### config.mk
export PLATFORM = sky130hd
export DESIGN_NAME = half_period_toggle_gen
export DESIGN_NICKNAME = d
export VERILOG_FILES = /design/src/rtl/half_period_pkg.sv /design/src/rtl/hp_down_counter.sv /design/src/rtl/half_period_toggle_gen.sv
export SDC_FILE = /design/constraint.sdc
export NUM_CORES = 1
export LEC_CHECK = 0
export BUFFER_PORTS_ARGS = -buffer_cell sky130_fd_sc_hd__buf_2
export CORE_ASPECT_RATIO = 0.5
export CORE_MARGIN = 2
export CORE_UTILIZATION = 55
export CTS_CLUSTER_DIAMETER = 80
export DETAILED_ROUTE_END_ITERATION = 16
export PLACE_DENSITY = 0.86
export SETUP_SLACK_MARGIN = 0.5
export SLEW_MARGIN = 5
export SYNTH_ARGS = -nofsm -noshare
export SYNTH_HDL_FRONTEND = slang
export SYNTH_SLANG_ARGS = --single-unit
### constraint.sdc
create_clock -name clk_i -period 9.36 [get_ports clk_i]
set_input_delay 0.936 -clock clk_i [delete_from_list [all_inputs] [get_ports clk_i]]
set_output_delay 0.936 -clock clk_i [all_outputs]
set_load 0.01 [all_outputs]
### src/rtl/half_period_pkg.sv
// Shared types and helpers for the half-period toggle generator.
package half_period_pkg;

    typedef enum logic [1:0] {
        IDLE  = 2'd0,
        RUN   = 2'd1,
        DRAIN = 2'd2
    } hp_state_e;

    localparam int unsigned DEF_HALF_C = 100;

    // A half period of zero cycles is meaningless; treat it as one.
    function automatic logic [31:0] sat_half(input logic [31:0] x);
        return (x == 32'd0) ? 32'd1 : x;
    endfunction

endpackage

### src/rtl/hp_down_counter.sv
// Loadable down-counter that holds at zero and flags it.
module hp_down_counter #(
    parameter int W = 16
) (
    input  logic         clk_i,
    input  logic         rst_i,
    input  logic         load_i,
    input  logic [W-1:0] load_val_i,
    input  logic         dec_i,
    output logic         zero_o
);

    logic [W-1:0] cnt_q, cnt_d;

    always_comb begin
        cnt_d = cnt_q;
        if (load_i) begin
            cnt_d = load_val_i;
        end else if (dec_i && (cnt_q != '0)) begin
            cnt_d = cnt_q - W'(1);
        end
    end

    always_ff @(posedge clk_i or posedge rst_i) begin
        if (rst_i) begin
            cnt_q <= '0;
        end else begin
            cnt_q <= cnt_d;
        end
    end

    assign zero_o = (cnt_q == '0);

endmodule

### src/rtl/half_period_toggle_gen.sv
// Clock-counted square-wave generator with edge strobes, an edge counter and a
// one-entry config buffer so the half period can be changed glitch-free.
module half_period_toggle_gen
    import half_period_pkg::*;
#(
    parameter int CNT_W    = 16,
    parameter int DEF_HALF = DEF_HALF_C
) (
    input  logic             clk_i,
    input  logic             rst_i,
    input  logic             en_i,
    input  logic             cfg_valid_i,
    output logic             cfg_ready_o,
    input  logic [CNT_W-1:0] cfg_half_i,
    output logic             tog_o,
    output logic             tog_rise_o,
    output logic             tog_fall_o,
    output logic [31:0]      edge_cnt_o,
    output logic             busy_o,
    output logic [1:0]       state_o
);

    // Config port: a value transfers on cfg_valid_i && cfg_ready_o; cfg_ready_o
    // is low exactly while a value waits in the buffer for the next toggle edge.

    localparam logic [CNT_W-1:0] DEF_HALF_W = CNT_W'(sat_half(32'(DEF_HALF)));

    hp_state_e        state_q, state_d;
    logic             tog_q, tog_d;
    logic             rise_q, rise_d;
    logic             fall_q, fall_d;
    logic [31:0]      edge_cnt_q, edge_cnt_d;
    logic [CNT_W-1:0] act_half_q, act_half_d;
    logic [CNT_W-1:0] pend_half_q, pend_half_d;
    logic             pend_vld_q, pend_vld_d;

    logic             accept;
    logic             toggle;
    logic             cnt_load;
    logic             cnt_dec;
    logic             cnt_zero;
    logic [CNT_W-1:0] cfg_sat;
    logic [CNT_W-1:0] reload_half;
    logic [CNT_W-1:0] cnt_load_val;

    hp_down_counter #(
        .W(CNT_W)
    ) u_cnt (
        .clk_i      (clk_i),
        .rst_i      (rst_i),
        .load_i     (cnt_load),
        .load_val_i (cnt_load_val),
        .dec_i      (cnt_dec),
        .zero_o     (cnt_zero)
    );

    always_comb begin
        accept       = cfg_valid_i & ~pend_vld_q;
        cfg_sat      = CNT_W'(sat_half(32'(cfg_half_i)));
        state_d      = state_q;
        tog_d        = tog_q;
        rise_d       = 1'b0;
        fall_d       = 1'b0;
        edge_cnt_d   = edge_cnt_q;
        act_half_d   = act_half_q;
        pend_half_d  = pend_half_q;
        pend_vld_d   = pend_vld_q;
        toggle       = 1'b0;
        cnt_dec      = 1'b0;
        reload_half  = act_half_q;

        case (state_q)
            IDLE: begin
                if (en_i) begin
                    toggle  = 1'b1;
                    tog_d   = 1'b1;
                    state_d = RUN;
                end
            end
            RUN, DRAIN: begin
                if (cnt_zero) begin
                    toggle = 1'b1;
                    tog_d  = ~tog_q;
                    if (pend_vld_q) begin
                        reload_half = pend_half_q;
                        act_half_d  = pend_half_q;
                        pend_vld_d  = 1'b0;
                    end
                end else begin
                    cnt_dec = 1'b1;
                end
                // The stop decision looks at the level after this edge's toggle.
                if (state_q == DRAIN) begin
                    if (cnt_zero) begin
                        state_d = IDLE;
                    end
                end else if (!en_i) begin
                    state_d = tog_d ? DRAIN : IDLE;
                end
            end
            default: state_d = IDLE;
        endcase

        if (toggle) begin
            edge_cnt_d = edge_cnt_q + 32'd1;
            rise_d     = tog_d;
            fall_d     = ~tog_d;
        end

        if ((state_q != IDLE) && (state_d == IDLE) && pend_vld_q) begin
            act_half_d = pend_half_q;
            pend_vld_d = 1'b0;
        end

        // A value arriving while idle (or as we go idle) needs no buffering.
        if (accept) begin
            if ((state_q == IDLE) || (state_d == IDLE)) begin
                act_half_d = cfg_sat;
            end else begin
                pend_half_d = cfg_sat;
                pend_vld_d  = 1'b1;
            end
        end

        cnt_load     = toggle;
        cnt_load_val = reload_half - CNT_W'(1);
    end

    always_ff @(posedge clk_i or posedge rst_i) begin
        if (rst_i) begin
            state_q     <= IDLE;
            tog_q       <= 1'b0;
            rise_q      <= 1'b0;
            fall_q      <= 1'b0;
            edge_cnt_q  <= 32'd0;
            act_half_q  <= DEF_HALF_W;
            pend_half_q <= '0;
            pend_vld_q  <= 1'b0;
        end else begin
            state_q     <= state_d;
            tog_q       <= tog_d;
            rise_q      <= rise_d;
            fall_q      <= fall_d;
            edge_cnt_q  <= edge_cnt_d;
            act_half_q  <= act_half_d;
            pend_half_q <= pend_half_d;
            pend_vld_q  <= pend_vld_d;
        end
    end

    assign cfg_ready_o = ~pend_vld_q;
    assign tog_o       = tog_q;
    assign tog_rise_o  = rise_q;
    assign tog_fall_o  = fall_q;
    assign edge_cnt_o  = edge_cnt_q;
    assign busy_o      = (state_q != IDLE);
    assign state_o     = state_q;

endmodule

-- Word-level counts from Yosys, hierarchy flattened
Cells that the tools add are included.
- register bits: 86
- input port bits: 20
- eq/ne operators: 2
- reductions and logical operators: 13
- multiplexer cells: 31
- add/subtract/negate cells: 3
- bitwise operators: 5
- operator list (operator ; number):
    two-way mux 16 bit ; 9
    adder 32 x 1 -> 32 bit, second input constant ; 1
    logical NOT 16 bit ; 2
    subtractor 16 x 1 -> 16 bit, second input constant ; 2
    nonzero test 16 bit ; 1
    two-way mux 1 bit ; 14
    two-way mux 2 bit ; 5
    logical NOT 2 bit ; 2
    inverter 1 bit ; 4
    case mux 1 bit (2 select lines) ; 2
    case mux 2 bit (2 select lines) ; 1
    nonzero test 2 bit ; 2
    logical AND 1 bit ; 3
    equality test 2 x 1 -> 1 bit, second input constant ; 1
    equality test 2 bit, second input constant ; 1
    AND reduction 2 bit ; 1
    OR reduction 2 bit ; 1
    AND 1 bit ; 1
    logical OR 1 bit ; 1

-- Depth between registers and ports, before layout
- depth in word-level cells: 13
- mapped depth: 14
- depth with buffers taken out: 13

-- Modules after synthesis
A second synthesis with hierarchy kept.
- cell total of the unflattened synthesis: 527
- area, all modules: 5019.8 um^2
- by module, submodules not included (module ; times used ; area each (um^2) ; cells each):
    half_period_toggle_gen ; 1 ; 3985.1 ; 405
    hp_down_counter ; 1 ; 1034.7 ; 122

-- Worst setup path after synthesis
No wires, ideal clock.
- path kind: reg-to-reg
- from: register state_q[0], in the netlist state_o[0]
- to: register u_cnt.cnt_q[12]
- path slack: 6.139 ns
- data arrival time: 3.083 ns
- setup time: 0.138 ns
- stages on the path, launching flop included: 14
- cells stage by stage: dfrtp_1 -> inv_1 -> ha_1 -> nor2b_1 -> clkbuf_1 -> a31oi_2 -> clkbuf_1 -> a21oi_1 -> ha_1 -> inv_1 -> nor4_4 -> nand4_1 -> xnor2_1 -> mux2i_1
- word-level cells in the longest chain between the ends: 5
- elaborated cells on any way between the ends: 11
- classes of those cells: 1 x add/sub; 2 x eq/ne; 4 x mux; 4 x reduce/logical
- RTL lines (item ; line ; text):
    from (decl) ; half_period_toggle_gen.sv:28 ; hp_state_e state_q, state_d;
    from (signal assigned) ; half_period_toggle_gen.sv:140 ; state_q <= state_d;
    equality test 2 bit / equality test 2 x 1 -> 1 bit (equally long branches) ; half_period_toggle_gen.sv:72 ; case (state_q)
    OR reduction 2 bit ; half_period_toggle_gen.sv:72 ;
    two-way mux 16 bit / two-way mux 1 bit (equally long branches) ; half_period_toggle_gen.sv:72 ;
    subtractor 16 x 1 -> 16 bit / logical AND 1 bit (equally long branches) ; half_period_toggle_gen.sv:126, hp_down_counter.sv:19 ;
    two-way mux 16 bit / nonzero test 2 bit (equally long branches) ; n/a ;
    to (signal assigned) ; hp_down_counter.sv:28 ; cnt_q <= cnt_d;
    to (decl) ; hp_down_counter.sv:13 ; logic [W-1:0] cnt_q, cnt_d;
Parallel ways exist; a longest one is shown, timed or not.
A chain may end at the register's enable or synchronous reset.

-- Worst setup path after layout
- from: register state_q[0], in the netlist state_o[0]
- to: register u_cnt.cnt_q[14]
Same word-level chain as after synthesis.

==> impl_metrics.json <==
{
  "cts_setup_buffers": 0,
  "fmax_mhz": 255,
  "syn_nets": 485,
  "cts_tree": "built",
  "drive_gt1_frac": 0.220,
  "period_needed_ps": 3930,
  "ys_ff_latch": 86,
  "worst_path_most_repeated_cell": "a21oi_1",
  "cts.sinks": 86,
  "dp_slack_ps": 5440,
  "tightest_slew_ps": 1160,
  "drc_errors": 0,
  "io_pins": 59,
  "rows": 24,
  "cts_buffer_depth": 2,
  "vias": 3809,
  "synth.area.top_cells": "dfrtp_1, xnor2_1, mux2_1",
  "layout_setup_ws_ps": 5430,
  "wl_per_cell_um": 17.1,
  "rsz0062_at_grt": "false",
  "dieArea_mm2": 0.00964,
  "async_flop_share": 1.00,
  "final_nets": 538,
  "hold_violations": 0,
  "chipWidth_um": 137,
  "insertion_delay_ps": 340,
  "drv_cap": 0,
  "finalSetupViolCount": 0,
  "portBuffers": 58,
  "cellLeakagePower_nw": 2.48,
  "clockRootBuffer": "clkbuf_16",
  "setup_tns_ps": 0,
  "grt_pass1_wl_mm": 17.5,
  "critPathTopFamily": "compound AO/OA/AOI/OAI gates",
  "cts_buffers": 9,
  "area_delta_synth_final_pct": 14.5,
  "die_h_um": 70.4,
  "synth-edff-count": 0,
  "maxSlewHeadroom": 0.227,
  "track_usage": 0.233,
  "syn-mean-instance-area_um2": 10.6,
  "ys_types": 57,
  "grt-ovfl-total": 0,
  "cts_max_level": 3,
  "via_per_inst": 6.00,
  "diodes": 0,
  "crit_path_start_kind": "register",
  "cts_resized": 0,
  "slew_violations": 0,
  "crit_type": "reg2reg",
  "gp_congestion": 0.931,
  "crit_path_cell_trace": "inv_1, ha_1, nor2b_1, a31oi_2, a21oi_1, a21oi_1, ha_1, inv_1, nor4_4, nand4b_1, xnor2_1, a21oi_1",
  "utilization": 0.643,
  "grt_pass1_vias": 3560,
  "ys_seq_area_frac": 0.444,
  "crit_buf_inv": 2,
  "start_util": 0.561,
  "ant_nets": 0,
  "period_share": 0.420,
  "cp_slowest_cell": "a31oi_2",
  "final.setup_skew_ps": 7.23,
  "dp.final_hpwl_mm": 7.73,
  "critPathMaxFanout": 19,
  "dr.pass1.iters": 6,
  "cts.clk_slew.worst_paths_ps": 60,
  "cp.required_ps": 9560,
  "ys_warn_count": 0,
  "synthFlopType": "dfrtp_1",
  "outcome": "finished, final reports clean",
  "worstPathArrival_ps": 4130,
  "slowest_delay_ps": 970,
  "drtIter0Drc": 454,
  "hold_path_class": "reg2reg",
  "synth_top_cell_by_area": "dfrtp_1",
  "cp-end-kind": "register",
  "ctsHoldBuffers": 0,
  "grt_max_degree": 76,
  "finalWirelength_mm": 10.9,
  "yosysTopAreaCellShare": 0.428,
  "syn_area_mm2": 0.00486,
  "ir_drop_mv": 0.163,
  "synthCells": 460,
  "pwr_density_cell_mw_per_mm2": 314,
  "coreArea_mm2": 0.00865,
  "antenna_found_initial": 0
}
report_power, final:
part           total, mW  switching (mW)  internal, mW
clock network      0.416           0.147         0.269
registers          0.637           0.129         0.508
logic              0.695           0.390         0.306
per-stage QoR:
stage | hold slack [ps] | cells | power (mW) | area, um2
floorplan | 463 | 460 | 1.16 | 4860
global placement | 457 | 619 | 1.29 | 5210
detailed placement | 465 | 619 | 1.32 | 5210
CTS | 474 | 635 | 1.74 | 5560
global route | 489 | 635 | 1.85 | 5560
finish | 463 | 635 | 1.75 | 5560
worst paths after layout:
path                                      from              end  slack (ps)  depth (start not counted)
max in group asynchronous                rst_i       pend_vld_q        7670                          3
worst min-delay path            edge_cnt_o[31]   edge_cnt_o[31]         460                          1
worst max register to register      state_o[0]  u_cnt.cnt_q[14]        5430                         12
worst min register to register  edge_cnt_o[31]   edge_cnt_o[31]         460                          1
worst max-delay path                state_o[0]  u_cnt.cnt_q[14]        5430                         12
min in group asynchronous                rst_i   edge_cnt_o[18]         490                          2
registers in the layout, summed over array words and instances (netlist names), 2 cells and up:
name	cells
edge_cnt_o	32
act_half_q	16
pend_half_q	16
u_cnt.cnt_q	16
state_o	2
cell type report:
class                      count  area (um2)
fill                         666        3090
sequential                    86        2160
clock inverter                 5         106
clock buffer                  11         243
multi-input combinational    340        2540
inverter                      15        57.6
tap                          117         146
timing repair buffer          61         313
worst register-to-register path: cells and delay by family, from the launching register on:
family / cells / cell delay, ps
AOI/OAI and AO/OA: 4 / 1380
and+or+nand+nor: 3 / 1020
DFF: 1 / 400
buffers and inverters: 2 / 180
adders and majority gates: 2 / 600
xor gates and xnor gates: 1 / 220
metal layers:
metal | up-vias | part of all wire | GRT usage | routed length [um]
met5 | - | 0 | 0 | 0
li1 | 1772 | - | - | -
met4 | 0 | 0.016 | 0.0687 | 172
met2 | 187 | 0.44 | 0.357 | 4790
met3 | 22 | 0.078 | 0.0603 | 846
met1 | 1828 | 0.47 | 0.327 | 5070
cell families after synthesis:
logic type	synth area share
and+or+nand+nor	0.170
buffers and inverters	0.0330
AOI/OAI and AO/OA	0.113
adders and majority gates	0.0129
muxes	0.137
xor gates and xnor gates	0.0902
DFF	0.444
Yosys cell counts (2+ instances only):
cell and number:
a211oi_1 2, a21o_1 2, a21oi_1 17, a311oi_1 5, a31o_2 2, a31oi_1 7
a31oi_2 2, and2_1 5, and3_1 11, and4_1 2, buf_2 5, buf_4 3
buf_6 2, clkbuf_1 8, dfrtp_1 83, dfstp_2 3, ha_1 5, inv_1 15
mux2_1 28, mux2_2 4, mux2_4 9, mux2i_1 17, nand2_1 35, nand2_2 2
nand3_1 21, nand4_1 17, nand4_2 2, nor2_1 25, nor2b_1 3, nor3_1 8
nor3_2 2, nor4_1 6, nor4_4 3, o21ai_0 18, o21ai_1 5, o21ai_2 2
or3_1 6, xnor2_1 37, xor2_1 13
placed cells by master (no fill, tap or decap), types with 9 or more instances in the layout:
cell type  count
nand2_1       35
xnor2_1       37
and3_1        11
a21oi_1       17
nand3_1       21
inv_1         14
nor2_1        25
clkbuf_16      9
buf_2         58
nand4_1       17
o21ai_0       18
mux2i_1       17
dfrtp_1       83
mux2_1        28
mux2_4         9
xor2_1        13
(Power assumes the default switching activity.)
